<file path="config.mk">
export PLATFORM = sky130hd
export DESIGN_NAME = wb_csr_bank
export DESIGN_NICKNAME = d
export VERILOG_FILES = /design/src/rtl/wb_csr_pkg.sv /design/src/rtl/wb_csr_decode.sv /design/src/rtl/wb_csr_bank.sv
export SDC_FILE = /design/constraint.sdc
export NUM_CORES = 1
export LEC_CHECK = 0
export CELL_PAD_IN_SITES_DETAIL_PLACEMENT = 0
export CELL_PAD_IN_SITES_GLOBAL_PLACEMENT = 2
export CORE_ASPECT_RATIO = 1.25
export CORE_MARGIN = 2
export CORE_UTILIZATION = 30
export DETAILED_ROUTE_END_ITERATION = 10
export GPL_TIMING_DRIVEN = 0
export HOLD_SLACK_MARGIN = 0.06
export PLACE_DENSITY = 0.85
export SETUP_SLACK_MARGIN = 0.5
export SLEW_MARGIN = 10
export SYNTH_ARGS = -nofsm -noshare
export SYNTH_HDL_FRONTEND = slang
export SYNTH_SLANG_ARGS = --single-unit
</file>
<file path="constraint.sdc">
create_clock -name wb_clk_i -period 3.6 [get_ports wb_clk_i]
set_input_delay 0.72 -clock wb_clk_i [delete_from_list [all_inputs] [get_ports wb_clk_i]]
set_output_delay 0.72 -clock wb_clk_i [all_outputs]
set_load 0.005 [all_outputs]
</file>
<file path="src/rtl/wb_csr_pkg.sv">
// Shared constants, hit types and helpers for the Wishbone CSR bank.
package wb_csr_pkg;

  localparam int WORD_W = 32;
  localparam int IDX_W  = 6;

  typedef enum logic [1:0] {
    HIT_RW   = 2'd0,
    HIT_RO   = 2'd1,
    HIT_STAT = 2'd2,
    HIT_EN   = 2'd3
  } hit_e;

  function automatic int evt_stat_idx(input int num_rw, input int num_ro);
    return num_rw + num_ro;
  endfunction

  function automatic int evt_en_idx(input int num_rw, input int num_ro);
    return num_rw + num_ro + 1;
  endfunction

  function automatic logic [WORD_W-1:0] byte_mask(input logic [3:0] sel);
    logic [WORD_W-1:0] m;
    for (int i = 0; i < 4; i++) m[8*i +: 8] = {8{sel[i]}};
    return m;
  endfunction

endpackage

</file>
<file path="src/rtl/wb_csr_decode.sv">
// Combinational address decoder: byte address -> word index, hit type, error.
module wb_csr_decode
  import wb_csr_pkg::*;
#(
  parameter logic [31:0] BASE_ADDR = 32'h3000_0000,
  parameter int          NUM_RW    = 4,
  parameter int          NUM_RO    = 2
) (
  input  logic [31:0]      adr_i,
  output logic [IDX_W-1:0] idx_o,
  output hit_e             hit_o,
  output logic             err_o
);

  localparam logic [29:0] W_RO   = 30'(NUM_RW);
  localparam logic [29:0] W_STAT = 30'(evt_stat_idx(NUM_RW, NUM_RO));
  localparam logic [29:0] W_EN   = 30'(evt_en_idx(NUM_RW, NUM_RO));

  logic [29:0] word;

  always_comb begin
    // BASE_ADDR is word aligned, so the index is a plain word-address difference
    word  = adr_i[31:2] - BASE_ADDR[31:2];
    idx_o = '0;
    hit_o = HIT_RW;
    err_o = 1'b0;
    if (adr_i[1:0] != 2'b00 || adr_i < BASE_ADDR || word > W_EN) begin
      err_o = 1'b1;
    end else begin
      idx_o = word[IDX_W-1:0];
      if (word < W_RO)        hit_o = HIT_RW;
      else if (word < W_STAT) hit_o = HIT_RO;
      else if (word == W_STAT) hit_o = HIT_STAT;
      else                    hit_o = HIT_EN;
    end
  end

endmodule

</file>
<file path="src/rtl/wb_csr_bank.sv">
// Wishbone B4 classic CSR bank: byte-lane RW registers, sampled RO status,
// sticky W1C event register with enable mask and a flop-driven interrupt.
module wb_csr_bank
  import wb_csr_pkg::*;
#(
  parameter logic [31:0]          BASE_ADDR = 32'h3000_0000,
  parameter int                   NUM_RW    = 4,
  parameter int                   NUM_RO    = 2,
  parameter logic [32*NUM_RW-1:0] RW_RESET  = '0,
  parameter int                   NUM_EVT   = 8
) (
  input  logic                                   wb_clk_i,
  input  logic                                   wb_rst_ni,
  input  logic                                   wbs_stb_i,
  input  logic                                   wbs_cyc_i,
  input  logic                                   wbs_we_i,
  input  logic [3:0]                             wbs_sel_i,
  input  logic [31:0]                            wbs_dat_i,
  input  logic [31:0]                            wbs_adr_i,
  output logic                                   wbs_ack_o,
  output logic                                   wbs_err_o,
  output logic [31:0]                            wbs_dat_o,
  output logic [32*NUM_RW-1:0]                   rw_regs_o,
  output logic [NUM_RW-1:0]                      wr_pulse_o,
  input  logic [32*((NUM_RO > 0) ? NUM_RO : 1)-1:0] ro_regs_i,
  input  logic [NUM_EVT-1:0]                     evt_i,
  output logic                                   irq_o
);

  logic             ack_q, ack_d, err_q, err_d;
  logic [31:0]      dat_q, dat_d;
  logic [NUM_RW-1:0] pulse_q, pulse_d;
  logic [NUM_RW-1:0][31:0] rw_q, rw_d;
  logic [NUM_EVT-1:0] stat_q, stat_d, en_q, en_d;

  logic [IDX_W-1:0] dec_idx;
  hit_e             dec_hit;
  logic             dec_err;

  logic             accept, bad;
  logic [31:0]      mask, rd;
  logic [NUM_EVT-1:0] evt_mask, clr;

  wb_csr_decode #(
    .BASE_ADDR(BASE_ADDR),
    .NUM_RW   (NUM_RW),
    .NUM_RO   (NUM_RO)
  ) u_decode (
    .adr_i(wbs_adr_i),
    .idx_o(dec_idx),
    .hit_o(dec_hit),
    .err_o(dec_err)
  );

  always_comb begin
    accept   = wbs_stb_i & wbs_cyc_i & ~ack_q & ~err_q;
    bad      = dec_err | (wbs_we_i & (dec_hit == HIT_RO));
    mask     = byte_mask(wbs_sel_i);
    evt_mask = mask[NUM_EVT-1:0];
    ack_d    = accept & ~bad;
    err_d    = accept & bad;
    dat_d    = dat_q;
    rw_d     = rw_q;
    en_d     = en_q;
    pulse_d  = '0;
    clr      = '0;
    rd       = '0;

    case (dec_hit)
      HIT_RW:   for (int i = 0; i < NUM_RW; i++)
                  if (dec_idx == IDX_W'(i)) rd = rw_q[i];
      HIT_RO:   for (int i = 0; i < NUM_RO; i++)
                  if (dec_idx == IDX_W'(NUM_RW + i)) rd = ro_regs_i[32*i +: 32];
      HIT_STAT: rd[NUM_EVT-1:0] = stat_q;
      default:  rd[NUM_EVT-1:0] = en_q;
    endcase

    if (err_d)                 dat_d = '0;
    else if (ack_d && !wbs_we_i) dat_d = rd;

    if (ack_d && wbs_we_i) begin
      case (dec_hit)
        HIT_RW:   for (int i = 0; i < NUM_RW; i++)
                    if (dec_idx == IDX_W'(i)) begin
                      rw_d[i]    = (rw_q[i] & ~mask) | (wbs_dat_i & mask);
                      pulse_d[i] = |wbs_sel_i;
                    end
        HIT_STAT: clr  = wbs_dat_i[NUM_EVT-1:0] & evt_mask;
        HIT_EN:   en_d = (en_q & ~evt_mask) | (wbs_dat_i[NUM_EVT-1:0] & evt_mask);
        default:  ;
      endcase
    end

    // A new event on the same edge as its W1C keeps the bit set
    stat_d = (stat_q & ~clr) | evt_i;
  end

  always_ff @(posedge wb_clk_i or negedge wb_rst_ni) begin
    if (!wb_rst_ni) begin
      ack_q   <= 1'b0;
      err_q   <= 1'b0;
      dat_q   <= '0;
      pulse_q <= '0;
      rw_q    <= RW_RESET;
      stat_q  <= '0;
      en_q    <= '0;
    end else begin
      ack_q   <= ack_d;
      err_q   <= err_d;
      dat_q   <= dat_d;
      pulse_q <= pulse_d;
      rw_q    <= rw_d;
      stat_q  <= stat_d;
      en_q    <= en_d;
    end
  end

  assign wbs_ack_o  = ack_q;
  assign wbs_err_o  = err_q;
  assign wbs_dat_o  = dat_q;
  assign wr_pulse_o = pulse_q;
  assign rw_regs_o  = rw_q;
  assign irq_o      = |(stat_q & en_q);

endmodule

</file>
==> results of run 1 <==
==> how the worst max path moves through the flow <==
stage               endpoint  slack, ps  cells after the start
5_1_grt            flip-flop        490                     11
4_1_cts            flip-flop        480                      9
3_5_place_dp   wbs_dat_o[31]      -1070                     10
6_report           flip-flop        550                     11
2_1_floorplan      flip-flop        620                      8
3_3_place_gp   wbs_dat_o[27]      -6090                      1
==> cell type report <==
| cell class | instances | area (um2) |
|---|---|---|
| clock inverters | 14 | 127.6 |
| multi-input cells | 551 | 4735 |
| well taps | 401 | 501.7 |
| inverters | 2 | 7.507 |
| flip-flops and latches | 182 | 4554 |
| diodes | 2 | 5.005 |
| plain buffers | 47 | 317.8 |
| clock buffers | 18 | 439.2 |
| repair buffers | 336 | 3357 |
| fillers | 2801 | 16070 |
==> routing by layer <==
| metal | track usage | wire [um] | vias up |
|---|---|---|---|
| met1 | 0.2582 | 14140 | 3964 |
| met4 | 0.06406 | 790 | 6 |
| met5 | 0 | 38 | - |
| li1 | - | - | 3659 |
| met2 | 0.3872 | 17860 | 237 |
| met3 | 0.04525 | 1773 | 42 |
==> cells in the final DEF (no fill, tap or decap), types with 5 or more instances in the layout <==
cell / Yosys / routed
clkdlybuf4s50_1: 0 / 287
dfrtp_1: 182 / 182
mux2_2: 91 / 90
o21ai_0: 68 / 60
nand2_1: 54 / 52
mux2_4: 40 / 41
o21ai_1: 29 / 37
a21oi_1: 34 / 33
nand3_1: 34 / 32
buf_4: 0 / 32
a22oi_1: 28 / 28
a22o_1: 24 / 23
clkbuf_16: 0 / 17
buf_2: 13 / 12
dlymetal6s2s_1: 0 / 12
clkbuf_2: 0 / 11
a21o_1: 9 / 8
clkbuf_4: 0 / 8
nor2_1: 9 / 7
nor4_4: 0 / 7
o221ai_1: 8 / 7
o21a_1: 7 / 7
a221oi_1: 7 / 7
a2bb2oi_1: 7 / 7
dlygate4sd2_1: 0 / 7
buf_6: 1 / 6
nor3_1: 10 / 6
nand3_2: 7 / 5
and2_1: 5 / 5
mux2_1: 5 / 5
==> kinds of logic (layout without fill, tap and decap cells) <==
group / after synthesis / after routing
compound gates: 237 / 238
fa+ha+maj: 2 / 2
buf+inv: 49 / 417
flops: 182 / 182
mux: 136 / 136
other cells: 0 / 2
simple gates: 175 / 175
==> power by group through the flow <==
stage / Sequential (uW) / Combinational (uW) / Clock [uW]
final: 2050 / 322 / 1840
after global routing: 2040 / 347 / 1950
after CTS: 2040 / 318 / 1880
after detailed placement: 2080 / 302 / 0
after global placement: 2090 / 294 / 0
after floorplan: 2090 / 49.1 / 0
==> metrics by stage <==
| stage | total power [uW] | area, um2 | TNS (ps) |
|---|---|---|---|
| after floorplan | 2134 | 9159 | 0 |
| after global placement | 2381 | 12730 | -1199350 |
| after detailed placement | 2387 | 12770 | -106580 |
| after CTS | 4247 | 13830 | 0 |
| after global routing | 4343 | 14040 | 0 |
| final | 4202 | 14040 | 0 |
==> worst max-delay path: cells and delay by family <==
kind | cells | cell delay (ps)
multiplexers | 1 | 330
AO/OA/AOI/OAI | 2 | 490
adder cells (fa/ha/maj) | 1 | 270
buffers and inverters | 2 | 460
AND/OR/NAND/NOR | 5 | 1080
==> timing repair <==
action / 4_1_cts / 5_1_grt
endpoints found under the hold margin: 0 / 0
cloned: 1 / 0
resized for setup: 90 / 71
buffers inserted: 23 / 5
pin swaps: 17 / 17
setup endpoints to repair: 178 / 174
==> results.cfg, run 1 <==
[logic_synthesis]
ys_seq_area_frac = 0.4973
yosysWarnings = 0
synth-seq-cells = 182
synthDistinctLibCells = 66
synth_cells = 781
synth-edff-count = 0
synth.largest_area_cell = dfrtp_1
synthSimpleGateAreaFrac = 0.1212
synth.most_common_cell = dfrtp_1
syn-num-nets = 928
muxShareOfSynthArea = 0.1836
synth_area_mm2 = 0.009159
synthAdderAreaFrac = 0.002732
ys.flop_type = dfrtp_1
synth_top_family_by_area = multiplexers
ys_top_cells_by_count = dfrtp_1 (182), mux2_2 (91), o21ai_0 (68)
synth_top_area_frac = 0.4973
synth.avg_cell_area_um2 = 11.73
synthTopCellsByArea = dfrtp_1 (50%), mux2_2 (11%), mux2_4 (6.6%)
synth-compound-area-share = 0.1725
async_flop_share = 1.000
synth-xor-area-share = 0

[floorplan]
start_util = 0.3041
die_y_um = 199.4
io_pins = 312
core_area_mm2 = 0.03012
die_area_mm2 = 0.03195
row_count = 71
die_w_um = 160.3

[timing]
finClkSkew_ps = 11.18
slew-limit-headroom = 0.3514
fin_ws_ps = 545.8
worst_slew_pin_slew_ps = 964.0
max_freq_mhz = 327.4
slew_violations = 0
fin_crit_sh = 0.8484
hold_violations = 0
holdWs_ps = 262.7
fin_crit_ps = 3054
finalSetupViolations = 0
rsz0062_at_grt = no

[power]
power_frac_comb = 0.077
ir_worst_vdd_uv = 289.0
p_leak_uw = 0.006267
p_per_area_mw_per_mm2 = 299.2
internal_power_uw = 3187
switchingPower_uw = 1015
p_seq_frac = 0.487
p_clk_frac = 0.437
switching_share = 0.2416

[placed_design]
gp_congestion = 0.8322
dp.final_hpwl_mm = 25.64
dpl_worst_slack_ps = -1067
placed_cells = 1490
numPortBuffers = 307

[clock_network]
cts-root-buf = clkbuf_16
clock-sinks = 182
cts_buffers = 17
clk_path_buf_depth = 2
cts_tree = done
clk_pin_slew_ps = 70
h-tree-depth = 4
hold_buffers = 0
clk_latency_ps = 450

[detailed_routing]
drc = 0
vias = 7908
drtPass1Iterations = 5
drt_wl_total_mm = 34.61
drt-vias-per-instance = 5.092
ant_nets = 0
drtIter0Drc = 314
post_drt_wl_per_cell_um = 22.28

[cells_and_area]
num-nets-final = 1284
final_util = 0.4664
drive_gt1_frac = 0.2643
instances_no_fill = 1553
syn_to_final_growth_pct = 53.35

[worst_setup_path]
slowest_stage = or4_4
arrival_ps = 3380
worstReg2RegStart = wbs_ack_o
crit_path_max_fanout = 8
startpoint = wbs_adr_i[28]
critPathKind = in2reg
max_stage_delay_ps = 530
critPathRequiredTime_ps = 3930
end_kind = flip-flop
reg2reg_slack_ps = 1350
rr_worst_depth = 8
critPathLaunchType = input port
path_cells = dlygate4sd2_1 > ha_2 > nand2b_4 > a21o_4 > or4_4 > o221ai_4 > nand4bb_4 > nor2b_4 > buf_12 > nand2_8 > mux2_4

[global_routing]
grt_max_degree = 104
groute.usage.overall = 0.2148
grt_pass1_vias = 8261
antenna_found_initial = 5
grt-ovfl-total = 0
grt_pass1_wl_mm = 51.57

[job]
max_cap_viol_count = 0

[status]
outcome = finished clean

[worst_hold_path]
hold_path.class = in2async
No activity file was read; power rests on OpenSTA's default activity.
==> run 2: changes to the inputs <==
--- a/config.mk
+++ b/config.mk
@@ -9,11 +9,11 @@
 export CELL_PAD_IN_SITES_GLOBAL_PLACEMENT = 2
 export CORE_ASPECT_RATIO = 1.25
 export CORE_MARGIN = 2
-export CORE_UTILIZATION = 30
+export CORE_UTILIZATION = 26
 export DETAILED_ROUTE_END_ITERATION = 10
 export GPL_TIMING_DRIVEN = 0
 export HOLD_SLACK_MARGIN = 0.06
-export PLACE_DENSITY = 0.85
+export PLACE_DENSITY = 0.78
 export SETUP_SLACK_MARGIN = 0.5
 export SLEW_MARGIN = 10
 export SYNTH_ARGS = -nofsm -noshare
==> constraint.sdc (replaced) <==
create_clock -name wb_clk_i -period 2.79 [get_ports wb_clk_i]
set_input_delay 0.558 -clock wb_clk_i [delete_from_list [all_inputs] [get_ports wb_clk_i]]
set_output_delay 0.558 -clock wb_clk_i [all_outputs]
set_load 0.005 [all_outputs]
==> run 2 against run 1 <==
- total power is 35% higher
- worst hold slack lost 150 ps
- wire length is 8.1% higher
- clock skew rose by 2.7 ps
- sequential power grew 29%
- register-to-register slack got worse by 850 ps
- clock-buffer cell count increased by 8
==> results.cfg, run 2 (same netlist as run 1, synthesis figures left out) <==
[detailed_routing]
highest_layer = met5
drtIter0Drc = 355
post_drt_wl_per_cell_um = 22.67
ant_nets = 0
drt-vias-per-instance = 4.900
drc = 0
wl_met1_mm = 15.16
dr_wl_met2_mm = 19.31
drt_wl_total_mm = 37.41
routed-wl-met3_mm = 1.926
vias = 8085
drtPass1Iterations = 4

[worst_setup_path]
rr_worst_depth = 8
worstReg2RegStart = wbs_ack_o
crit_path_max_fanout = 8
critPathRequiredTime_ps = 3110
reg2reg_slack_ps = 500
end_kind = flip-flop
critPathLaunchType = input port
critPathKind = in2reg
arrival_ps = 2930

[clock_network]
h-tree-depth = 4
clock-sinks = 182
cts-root-buf = clkbuf_16
clk_latency_ps = 440
clk_path_buf_depth = 2
cts_tree = done
cts_buffers = 17
clk_pin_slew_ps = 70

[power]
p_seq_frac = 0.466
internal_power_uw = 4386
p_per_area_mw_per_mm2 = 374.9
total_power_uw = 5659
power_frac_comb = 0.080
p_leak_uw = 0.006493
switchingPower_uw = 1273
switching_share = 0.2250
ir_worst_vdd_uv = 266.3
p_clk_frac = 0.453

[placed_design]
gp_congestion = 0.8327
placed_cells = 1558
numPortBuffers = 307
placed_area_mm2 = 0.01306
dp.final_hpwl_mm = 27.18

[floorplan]
start_util = 0.2646
die_area_mm2 = 0.03675
row_count = 76
core_area_mm2 = 0.03461
die_y_um = 213.8
die_w_um = 171.9
io_pins = 312

[global_routing]
grt_pass1_vias = 8713
groute.usage.overall = 0.2010
antenna_found_initial = 3
grt-ovfl-total = 0
grt_max_degree = 93
grt_pass1_wl_mm = 54.70

[timing]
max_freq_mhz = 383.4
finClkSkew_ps = 13.92
slew-limit-headroom = 0.3271
fin_crit_ps = 2608
finalSetupViolations = 0
slew_violations = 0
setup_tns_ps = 0
rsz0062_at_grt = yes
fin_crit_sh = 0.9349
hold_violations = 0
worst_slew_pin_slew_ps = 1000

[job]
max_cap_viol_count = 0

[cells_and_area]
final_common_cell = clkdlybuf4s50_1
stdcell_area_mm2 = 0.01509
drive_gt1_frac = 0.3466
mostFrequentLayoutCells = clkdlybuf4s50_1 (273), dfrtp_1 (182), mux2_2 (82), mux2_4 (54), nand2_1 (49)
instances_no_fill = 1650
num-nets-final = 1314
final_util = 0.4361
syn_to_final_growth_pct = 64.79

[worst_hold_path]
hold_path.class = in2async

[status]
outcome = finished clean
==> run 2: through the flow <==
stage / setup WS [ps] / hold slack (ps)
global placement: -6939 / 489.6
global route: 144.1 / 164.7
detailed placement: -1686 / 496.2
floorplan: -17.65 / 262.4
CTS: 129.8 / 162.2
finish: 181.7 / 114.4
==> run 2: layout make-up <==
type	count	area (um2)
fillers	3356	19520
plain buffers	47	505.5
clock buffers	26	499.2
diodes	2	5.005
multi-input cells	550	5116
well taps	468	585.6
clock inverters	6	115.1
inverters	2	7.507
repair buffers	367	3705
flip-flops and latches	182	4554
==> run 2: worst max path at each step <==
stage	start	slack, ps	endpoint	cells after the start
2_1_floorplan	wbs_adr_i[11]	-20	flip-flop	8
3_3_place_gp	wb_rst_ni	-6940	wbs_dat_o[4]	1
3_5_place_dp	wbs_adr_i[28]	-1690	wbs_dat_o[31]	11
4_1_cts	wbs_adr_i[8]	130	flip-flop	9
5_1_grt	wbs_adr_i[10]	140	flip-flop	12
6_report	wbs_adr_i[8]	180	flip-flop	9
==> run 2: critical path: stages <==
cell	delay, ps
buf_6	100
or4_4	540
or4_4	500
o221ai_4	230
nand4bb_4	200
nor2b_4	170
buf_12	170
nand2_8	110
mux2_4	330
==> run 2: power groups by stage <==
stage	logic, uW	clock network [uW]	registers, uW
floorplan	69.7	0	2690
global placement	394	0	2690
detailed placement	404	0	2690
CTS	451	2630	2640
global route	489	2720	2640
finish	454	2570	2640
==> run 2: what timing repair did <==
item                                    in CTS  in global routing
setup buffers                               46                  6
cloned                                       3                  3
hold endpoints to repair                     0                  0
hold buffers                                 0                  0
endpoints found under the setup margin     183                177
pin swaps                                   42                 43
gates resized for setup                    253                 97
==> run 2: routing by layer <==
metal	up-vias	GRT usage
met3	48	0.04005
met4	2	0.06781
met5	-	0
li1	3719	-
met2	231	0.3549
met1	4085	0.2439
